--- config.mk ---
export PLATFORM = sky130hd
export DESIGN_NAME = fifo_rd_packer
export DESIGN_NICKNAME = d
export VERILOG_FILES = /design/src/rtl/fifo_rd_packer_pkg.sv /design/src/rtl/fifo_rd_outreg.sv /design/src/rtl/fifo_rd_packer.sv
export SDC_FILE = /design/constraint.sdc
export NUM_CORES = 1
export LEC_CHECK = 0
export CAP_MARGIN = 20
export CORE_AREA = 2 2 86 88
export CTS_BUF_LIST = sky130_fd_sc_hd__clkbuf_4
export DETAILED_ROUTE_END_ITERATION = 8
export DIE_AREA = 0 0 88 90
export PLACE_DENSITY = 0.8
export SLEW_MARGIN = 20
export SYNTH_ARGS = -nofsm -noshare
export SYNTH_HDL_FRONTEND = slang
export SYNTH_SLANG_ARGS = --single-unit
--- constraint.sdc ---
create_clock -name rclk -period 2.65 [get_ports rclk]
set_clock_uncertainty 0.2 [all_clocks]
set_input_delay 0.265 -clock rclk [delete_from_list [all_inputs] [get_ports rclk]]
set_output_delay 0.265 -clock rclk [all_outputs]
set_load 0.03 [all_outputs]
--- src/rtl/fifo_rd_packer_pkg.sv ---
// Shared types and helpers for the FIFO read-side byte packer.
package fifo_rd_packer_pkg;

    localparam int MAX_LANES = 64;

    typedef enum logic {
        ST_FILL = 1'b0,
        ST_PARK = 1'b1
    } pk_state_t;

    // acnt must reach NBYTES itself, hence the +1
    function automatic int acnt_width(input int nbytes);
        return $clog2(nbytes + 1);
    endfunction

    function automatic int tmr_width(input int timeout);
        return (timeout > 1) ? $clog2(timeout) : 1;
    endfunction

    function automatic logic [MAX_LANES-1:0] keep_mask(input int cnt);
        logic [MAX_LANES-1:0] m;
        m = '0;
        for (int i = 0; i < MAX_LANES; i++) begin
            if (i < cnt) m[i] = 1'b1;
        end
        return m;
    endfunction

endpackage

--- src/rtl/fifo_rd_outreg.sv ---
// Single-entry output register on a valid/ready stream, with emitted-word counter.
module fifo_rd_outreg
    import fifo_rd_packer_pkg::*;
#(
    parameter int DSIZE  = 8,
    parameter int NBYTES = 4,
    parameter int CNTW   = 16
) (
    input  logic                    rclk,
    input  logic                    rrst,
    input  logic                    load,
    input  logic [DSIZE*NBYTES-1:0] load_data,
    input  logic [NBYTES-1:0]       load_keep,
    input  logic                    m_ready,
    output logic [DSIZE*NBYTES-1:0] m_data,
    output logic [NBYTES-1:0]       m_keep,
    output logic                    m_valid,
    output logic [CNTW-1:0]         word_cnt,
    output logic                    slot_free
);

    assign slot_free = !m_valid || m_ready;

    always_ff @(posedge rclk) begin
        if (rrst) begin
            m_data   <= '0;
            m_keep   <= '0;
            m_valid  <= 1'b0;
            word_cnt <= '0;
        end else begin
            if (m_valid && m_ready) word_cnt <= word_cnt + CNTW'(1);
            // a load on the retiring cycle keeps m_valid high back-to-back
            if (load) begin
                m_data  <= load_data;
                m_keep  <= load_keep;
                m_valid <= 1'b1;
            end else if (m_ready) begin
                m_valid <= 1'b0;
            end
        end
    end

endmodule

--- src/rtl/fifo_rd_packer.sv ---
// Pops bytes from the async FIFO read port and packs them little-endian into words.
//   state   | meaning
//   ST_FILL | popping bytes into the assembly register (acnt < NBYTES)
//   ST_PARK | full word held in assembly, waiting for the output slot
module fifo_rd_packer
    import fifo_rd_packer_pkg::*;
#(
    parameter int DSIZE         = 8,
    parameter int NBYTES        = 4,
    parameter int FLUSH_TIMEOUT = 16,
    parameter int CNTW          = 16
) (
    input  logic                    rclk,
    input  logic                    rrst,
    input  logic                    rempty,
    input  logic [DSIZE-1:0]        rdata,
    output logic                    rinc,
    input  logic                    flush,
    output logic [DSIZE*NBYTES-1:0] m_data,
    output logic [NBYTES-1:0]       m_keep,
    output logic                    m_valid,
    input  logic                    m_ready,
    output logic [CNTW-1:0]         word_cnt
);

    localparam int ACNTW = acnt_width(NBYTES);
    localparam int TMRW  = tmr_width(FLUSH_TIMEOUT);
    localparam logic [ACNTW-1:0] ACNT_FULL = ACNTW'(NBYTES);
    localparam logic [ACNTW-1:0] ACNT_LAST = ACNTW'(NBYTES - 1);
    localparam logic [TMRW-1:0]  TMR_END   = TMRW'(FLUSH_TIMEOUT - 1);

    pk_state_t                     state, state_nxt;
    logic [ACNTW-1:0]              acnt;
    logic [NBYTES-1:0][DSIZE-1:0]  asm_q;
    logic [NBYTES-1:0][DSIZE-1:0]  asm_wr;
    logic [TMRW-1:0]               timer;
    logic                          flush_pend;

    logic                          pop, last_byte, held, flush_req;
    logic                          full_load, part_load, load, slot_free;
    logic [DSIZE*NBYTES-1:0]       load_data;
    logic [NBYTES-1:0]             load_keep;

    always_ff @(posedge rclk) begin
        if (rrst) state <= ST_FILL;
        else      state <= state_nxt;
    end

    always_comb begin
        state_nxt = state;
        case (state)
            ST_FILL: if (last_byte && !slot_free) state_nxt = ST_PARK;
            ST_PARK: if (slot_free)               state_nxt = ST_FILL;
            default:                              state_nxt = ST_FILL;
        endcase
    end

    always_comb begin
        pop       = !rrst && !rempty && (acnt < ACNT_FULL);
        last_byte = pop && (acnt == ACNT_LAST);
        held      = (acnt != '0) && (acnt < ACNT_FULL);
        flush_req = flush_pend || flush || (timer == TMR_END);
        full_load = slot_free && ((state == ST_FILL && last_byte) || state == ST_PARK);
        part_load = slot_free && held && !pop && flush_req;
        load      = full_load || part_load;

        asm_wr = asm_q;
        for (int i = 0; i < NBYTES; i++) begin
            if (pop && acnt == ACNTW'(i)) asm_wr[i] = rdata;
        end

        load_keep = full_load ? '1 : NBYTES'(keep_mask(int'(acnt)));
        load_data = '0;
        for (int i = 0; i < NBYTES; i++) begin
            load_data[i*DSIZE +: DSIZE] = load_keep[i] ? asm_wr[i] : '0;
        end
    end

    assign rinc = pop;

    always_ff @(posedge rclk) begin
        if (rrst) begin
            acnt       <= '0;
            asm_q      <= '0;
            timer      <= '0;
            flush_pend <= 1'b0;
        end else if (load) begin
            acnt       <= '0;
            asm_q      <= '0;
            timer      <= '0;
            flush_pend <= 1'b0;
        end else begin
            // a completing byte that parks still lands here, so acnt reaches NBYTES
            if (pop) begin
                acnt  <= acnt + ACNTW'(1);
                asm_q <= asm_wr;
                timer <= '0;
            end else if (held && rempty && timer != TMR_END) begin
                timer <= timer + TMRW'(1);
            end
            if (flush && acnt != '0) flush_pend <= 1'b1;
        end
    end

    fifo_rd_outreg #(
        .DSIZE  (DSIZE),
        .NBYTES (NBYTES),
        .CNTW   (CNTW)
    ) u_outreg (
        .rclk      (rclk),
        .rrst      (rrst),
        .load      (load),
        .load_data (load_data),
        .load_keep (load_keep),
        .m_ready   (m_ready),
        .m_data    (m_data),
        .m_keep    (m_keep),
        .m_valid   (m_valid),
        .word_cnt  (word_cnt),
        .slot_free (slot_free)
    );

endmodule

==> impl_metrics.toml, run 1 <==
[yosys]
seq_area_frac_synth_pct = 51.1
syn_nets = 394
synth_area_mm2 = 0.00368
synth-seq-cells = 94
synth-main-ff-cell = "dfxtp_1"
synth_top_area_share_pct = 51.1
syn_inst = 376
synth_area_leaders = "dfxtp_1 (51%), mux2i_1 (4.6%), nand2_1 (4.3%)"
ys_warn_count = 0
synthDistinctLibCells = 48
async_flop_share_pct = 0
synth_edf_count = 0
yosysTopAreaCell = "dfxtp_1"
syn_avg_cell_area_um2 = 9.79

[floorplan]
start_util_pct = 52.5
io_pins = 67
die_y_um = 90
die_w_um = 88
dieArea_mm2 = 0.00792
row_count = 31
coreArea_mm2 = 0.00702

[clock_tree]
post_cts_buffers = 0
path_clk_slew_ps = 150
postCtsResizedCells = 0
htree_levels = 3
cts_sinks = 94
cts_tree = "done"
cts.path.max_buffers = 2
clk-insertion-delay-late_ps = 450
root_buffer = "clkbuf_4"
holdBufCountCts = 0
cts_buffers = 9

[pwr]
p_leak_nw = 1.75
vdd_drop_max_mv = 0.389
p_per_area_mw_per_mm2 = 543
power.total_w = 0.00256

[worst_setup_path]
cp-end-kind = "flop"
r2r-end = "u_outreg.m_data[0]"
reg2reg_from = "acnt[0]"
arrival_ps = 2610
reg2reg_depth = 6
rrSetupSlack_ps = 240
cp_max_fo = 9
startpoint_type = "flop"
required_ps = 2850
crit_type = "reg2reg"

[detailed_routing]
top_layer_used = "met4"
vias = 2992
drc_errors = 0
routed-wl-met3_um = 252
avgViaCountPerCell = 5.38
wl_um = 8070
wl_met1_um = 3960
drt_first_pass_iters = 5
avgRoutedWirePerCell_um = 14.5
ant_nets = 0
drt_iter0_drc = 170
wl_met2_um = 3680

[hold_path]
whs_path_depth = 3
min_from = "flush"
min-delay-path-class = "in2reg"
whs_endpoint = "flush_pend"

[place]
portBuffers = 66
place.gp.congestion = 0.846
pre_cts_ws_ps = 174
placed_area_mm2 = 0.00453
dp_hpwl_um = 5650

[flow_run]
maxCapViolations = 0

[global_routing]
grt_max_degree = 33
grt.overflow.total = 0
track_usage_pct = 21.1
grt_pass1_vias = 2931
antenna_found_initial = 0
grt_pass1_wl_um = 13400

[cells_and_area]
area_delta_synth_final_pct = 28.1
layout.nets = 470
antenna_cells = 0
drive_above_1_share_pct = 10.3
stdcell_area_mm2 = 0.00472

[timing]
rsz0062_at_grt = "false"
setup_viol_count_final = 0
slew_headroom_pct = 62.7
hold_viol_final = 0
drv_slew = 0
fin_crit_sh_pct = 90.9
postLayoutSetupSlackWorst_ps = 242
period_minus_slack_ps = 2410
setup_tns_ps = 0
worstMarginPinSlew_ps = 560
fmax_mhz = 415

[outcome]
status = "finished clean"
cells by family (layout without fill, tap and decap cells):
family / Yosys count / count (layout) / synth area share [%]
compound gates: 78 / 78 / 15.7
simple gates: 146 / 146 / 20.8
buf+inv: 22 / 103 / 2.75
fa+ha+maj: 5 / 5 / 1.70
mux: 17 / 17 / 4.62
flops: 94 / 94 / 51.1
xor+xnor: 14 / 14 / 3.33
registers in the layout (all words and copies together), names as in the netlist, 3 cells and up:
signal,flops
acnt,3
u_outreg.word_cnt,16
u_outreg.m_data,32
asm_q,32
u_outreg.m_keep,4
timer,4
where the power goes:
part,internal [W],total [W],switching (W)
logic,0.0000784,0.000194,0.000115
registers,0.00143,0.00144,0.0000111
clock network,0.000405,0.000924,0.000518
total,0.00191,0.00256,0.000645
final cells by class:
type,count,area (um2)
Multi-Input combinational cell,260,1710
Clock buffer,9,67.6
Clock inverter,7,114
Sequential cell,94,1880
Tap cell,99,124
Fill cell,585,2300
Timing Repair Buffer,82,803
Inverter,5,18.8
worst max path at each step:
| stage | from | to | cells past startpoint |
|---|---|---|---|
| after floorplan | acnt[0] | asm_q[2] | 7 |
| after global placement | rempty | u_outreg.m_data[7] | 5 |
| after detailed placement | rempty | u_outreg.m_data[6] | 5 |
| after CTS | acnt[0] | u_outreg.m_data[15] | 6 |
| after global routing | acnt[0] | u_outreg.m_keep[2] | 6 |
| final | acnt[0] | u_outreg.m_data[0] | 6 |
critical path: stages, from the launching register on:
cell and delay, ps:
dfxtp_1 490, inv_1 110, ha_1 220, nor2_1 320, nand4b_2 340, o22ai_2 470
a22o_1 200
cells in the final DEF, fill, tap and decap left out, types with 6 or more instances in the layout:
master and count:
nor2_1 39, mux2i_1 17, nand2_1 42, dfxtp_1 94
nand4_1 6, a22o_1 16, o21ai_0 6, xor2_1 9
clkbuf_4 9, o2bb2ai_1 16, buf_4 15, nor2b_1 11
nand3_1 11, a21oi_1 24, clkdlybuf4s50_1 65, nor3_1 6
per-layer routing:
metal / global-route usage (%) / vias to the layer above
li1: - / 1479
met1: 28.4 / 1426
met2: 32.9 / 71
met3: 3.49 / 16
met4: 9.62 / 0
met5: 0 / -
metrics by stage:
step / util [%] / hold WS (ps) / std cells
4_1_cts: 67.2 / 244 / 556
3_5_place_dp: 64.6 / 248 / 540
2_1_floorplan: - / 203 / 376
3_3_place_gp: 64.6 / 247 / 540
5_1_grt: 67.2 / 293 / 556
6_report: 67.2 / 259 / 556
cell usage after synthesis (2+ instances only):
master      n
nor2b_1    11
and4_1      2
or3_1       4
xor2_1      9
o2bb2ai_1  16
nand4_1     6
xnor2_1     5
dfxtp_1    94
nand3_1    11
nor4b_2     2
a22o_1     16
inv_1       5
ha_1        5
nor3_1      6
mux2i_1    17
a21oi_1    24
buf_2       8
buf_4       2
o21ai_0     6
o22ai_2     2
nor4_1      3
o211ai_2    2
clkbuf_1    5
and2b_1     5
nand2b_1    2
nand2_1    42
and2_1      4
o21a_1      2
nor2_1     39
a31oi_1     3
Power figures use the tool's default switching activity.
==> run 2: changes to the inputs <==
Settings changed: CAP_MARGIN 20 to unset.
Clock period 2.65 ns to 2.39 ns, I/O delays scaled along.
==> impl_metrics.toml, run 2 (synthesis gave the netlist of run 1 again) <==
[clock_tree]
htree_levels = 3
holdBufCountCts = 0
cts_buffers = 9
post_cts_buffers = 0
root_buffer = "clkbuf_4"
postCtsResizedCells = 0
cts_sinks = 94
path_clk_slew_ps = 150
clk-insertion-delay-late_ps = 450
cts_tree = "done"
cts.path.max_buffers = 2

[worst_setup_path]
path_depth = 7
cp_slowest_stage_delay_ps = 490
crit_end = "u_outreg.m_data[7]"
crit_type = "reg2reg"
rrSetupSlack_ps = 180
critPathTopFamily = "compound AO/OA/AOI/OAI gates"
required_ps = 2580
cp_max_fo = 9
crit_start = "acnt[0]"
r2r-end = "u_outreg.m_data[7]"
reg2reg_depth = 7
cpMaxStageDelayCell = "dfxtp_1"
crit_buf_inv = 2
startpoint_type = "flop"
cp-end-kind = "flop"
reg2reg_from = "acnt[0]"
cp_cell_sequence = "inv_1 > ha_1 > nor2_1 > nand4b_2 > buf_4 > o22ai_2 > a22o_1"
arrival_ps = 2400

[detailed_routing]
avgViaCountPerCell = 5.37
ant_nets = 0
drc_errors = 0
avgRoutedWirePerCell_um = 14.4
wl_um = 8050
vias = 3014
drt_iter0_drc = 134
drt_first_pass_iters = 6

[global_routing]
grt_pass1_wl_um = 13400
grt.overflow.total = 0
antenna_found_initial = 0
track_usage_pct = 21.3
grt_pass1_vias = 2774
grt_max_degree = 33

[pwr]
p_leak_nw = 1.75
p_per_area_mw_per_mm2 = 559
vdd_drop_max_mv = 0.311

[cells_and_area]
layout.nets = 475
utilization_pct = 67.0
drive_above_1_share_pct = 11.3
antenna_cells = 0
multi_input_area_mm2 = 0.00171
area_delta_synth_final_pct = 27.8
seqCellArea_mm2 = 0.00188
final_common_cell = "dfxtp_1"
n_fill_cell = 580
top_regs = "asm_q (32), u_outreg.m_data (32), u_outreg.word_cnt (16)"
final_cell_mix = "dfxtp_1 (94), clkdlybuf4s50_1 (65), nand2_1 (42)"

[floorplan]
die_w_um = 88
die_y_um = 90
start_util_pct = 52.5
dieArea_mm2 = 0.00792
coreArea_mm2 = 0.00702
row_count = 31
io_pins = 67

[timing]
hold_viol_final = 0
fin_crit_sh_pct = 92.3
worstMarginPinSlew_ps = 520
slew_headroom_pct = 65.3
period_minus_slack_ps = 2210
setup_viol_count_final = 0
drv_slew = 0
rsz0062_at_grt = "false"
setup_tns_ps = 0
fmax_mhz = 453

[place]
place.gp.congestion = 0.820
portBuffers = 66
dp_hpwl_um = 5800

[flow_run]
maxCapViolations = 0

[outcome]
status = "finished clean"

[hold_path]
min-delay-path-class = "in2reg"
[run 2: changes by cell type in the layout (fill, tap and decap cells not counted), sizes merged]
cell | before | now
buf | 17 | 22
bufinv | 2 | 0
clkinv | 2 | 3
clkinvlp | 0 | 1
[run 2: worst min-delay path by stage]
stage                              from             endpoint  slack [ps]  cells after the start
floorplan                         flush           flush_pend         180                      2
global placement    u_outreg.m_data[13]  u_outreg.m_data[13]         250                      1
detailed placement  u_outreg.m_data[30]  u_outreg.m_data[30]         250                      1
CTS                               flush           flush_pend         220                      3
global route                      flush           flush_pend         230                      3
finish                            flush           flush_pend         240                      3
[run 2: cell type report]
class                      instances  area share, %
timing repair buffer              87           17.9
clock buffer                       9           1.44
tap                               99           2.63
clock inverter                     7           1.44
inverter                           5          0.399
sequential                        94           40.0
multi-input combinational        260           36.3
[run 2: report_power, final]
group	switching, W	internal [W]	total (W)	leakage, nW
Sequential	0.0000127	0.00159	0.00160	0.758
Clock	0.000576	0.000237	0.000813	0.0703
Combinational	0.000127	0.0000906	0.000218	0.922
[run 2: routing by layer]
layer	global-route usage (%)	vias to the layer above	part of all wire (%)
li1	-	1497	-
met4	9.87	0	2.2
met2	32.3	79	46
met5	0	-	0
met1	28.9	1422	47
met3	4.32	16	4.9
[run 2: metrics by stage]
stage / area, um2 / worst slack, ps / instances / power (W) / hold WS (ps)
detailed placement: 4570 / 3.60 / 545 / 0.00185 / 251
global placement: 4570 / 34.8 / 545 / 0.00184 / 249
CTS: 4710 / 184 / 561 / 0.00265 / 217
finish: 4710 / 184 / 561 / 0.00263 / 242
global route: 4710 / 5.21 / 561 / 0.00275 / 235
floorplan: 3680 / 248 / 376 / 0.00175 / 177
[run 2: worst reg2reg max path, cell delays in order (launching register included)]
cell and delay (ps):
dfxtp_1 490, inv_1 110, ha_1 260, nor2_1 200
nand4b_2 140, buf_4 190, o22ai_2 390, a22o_1 190
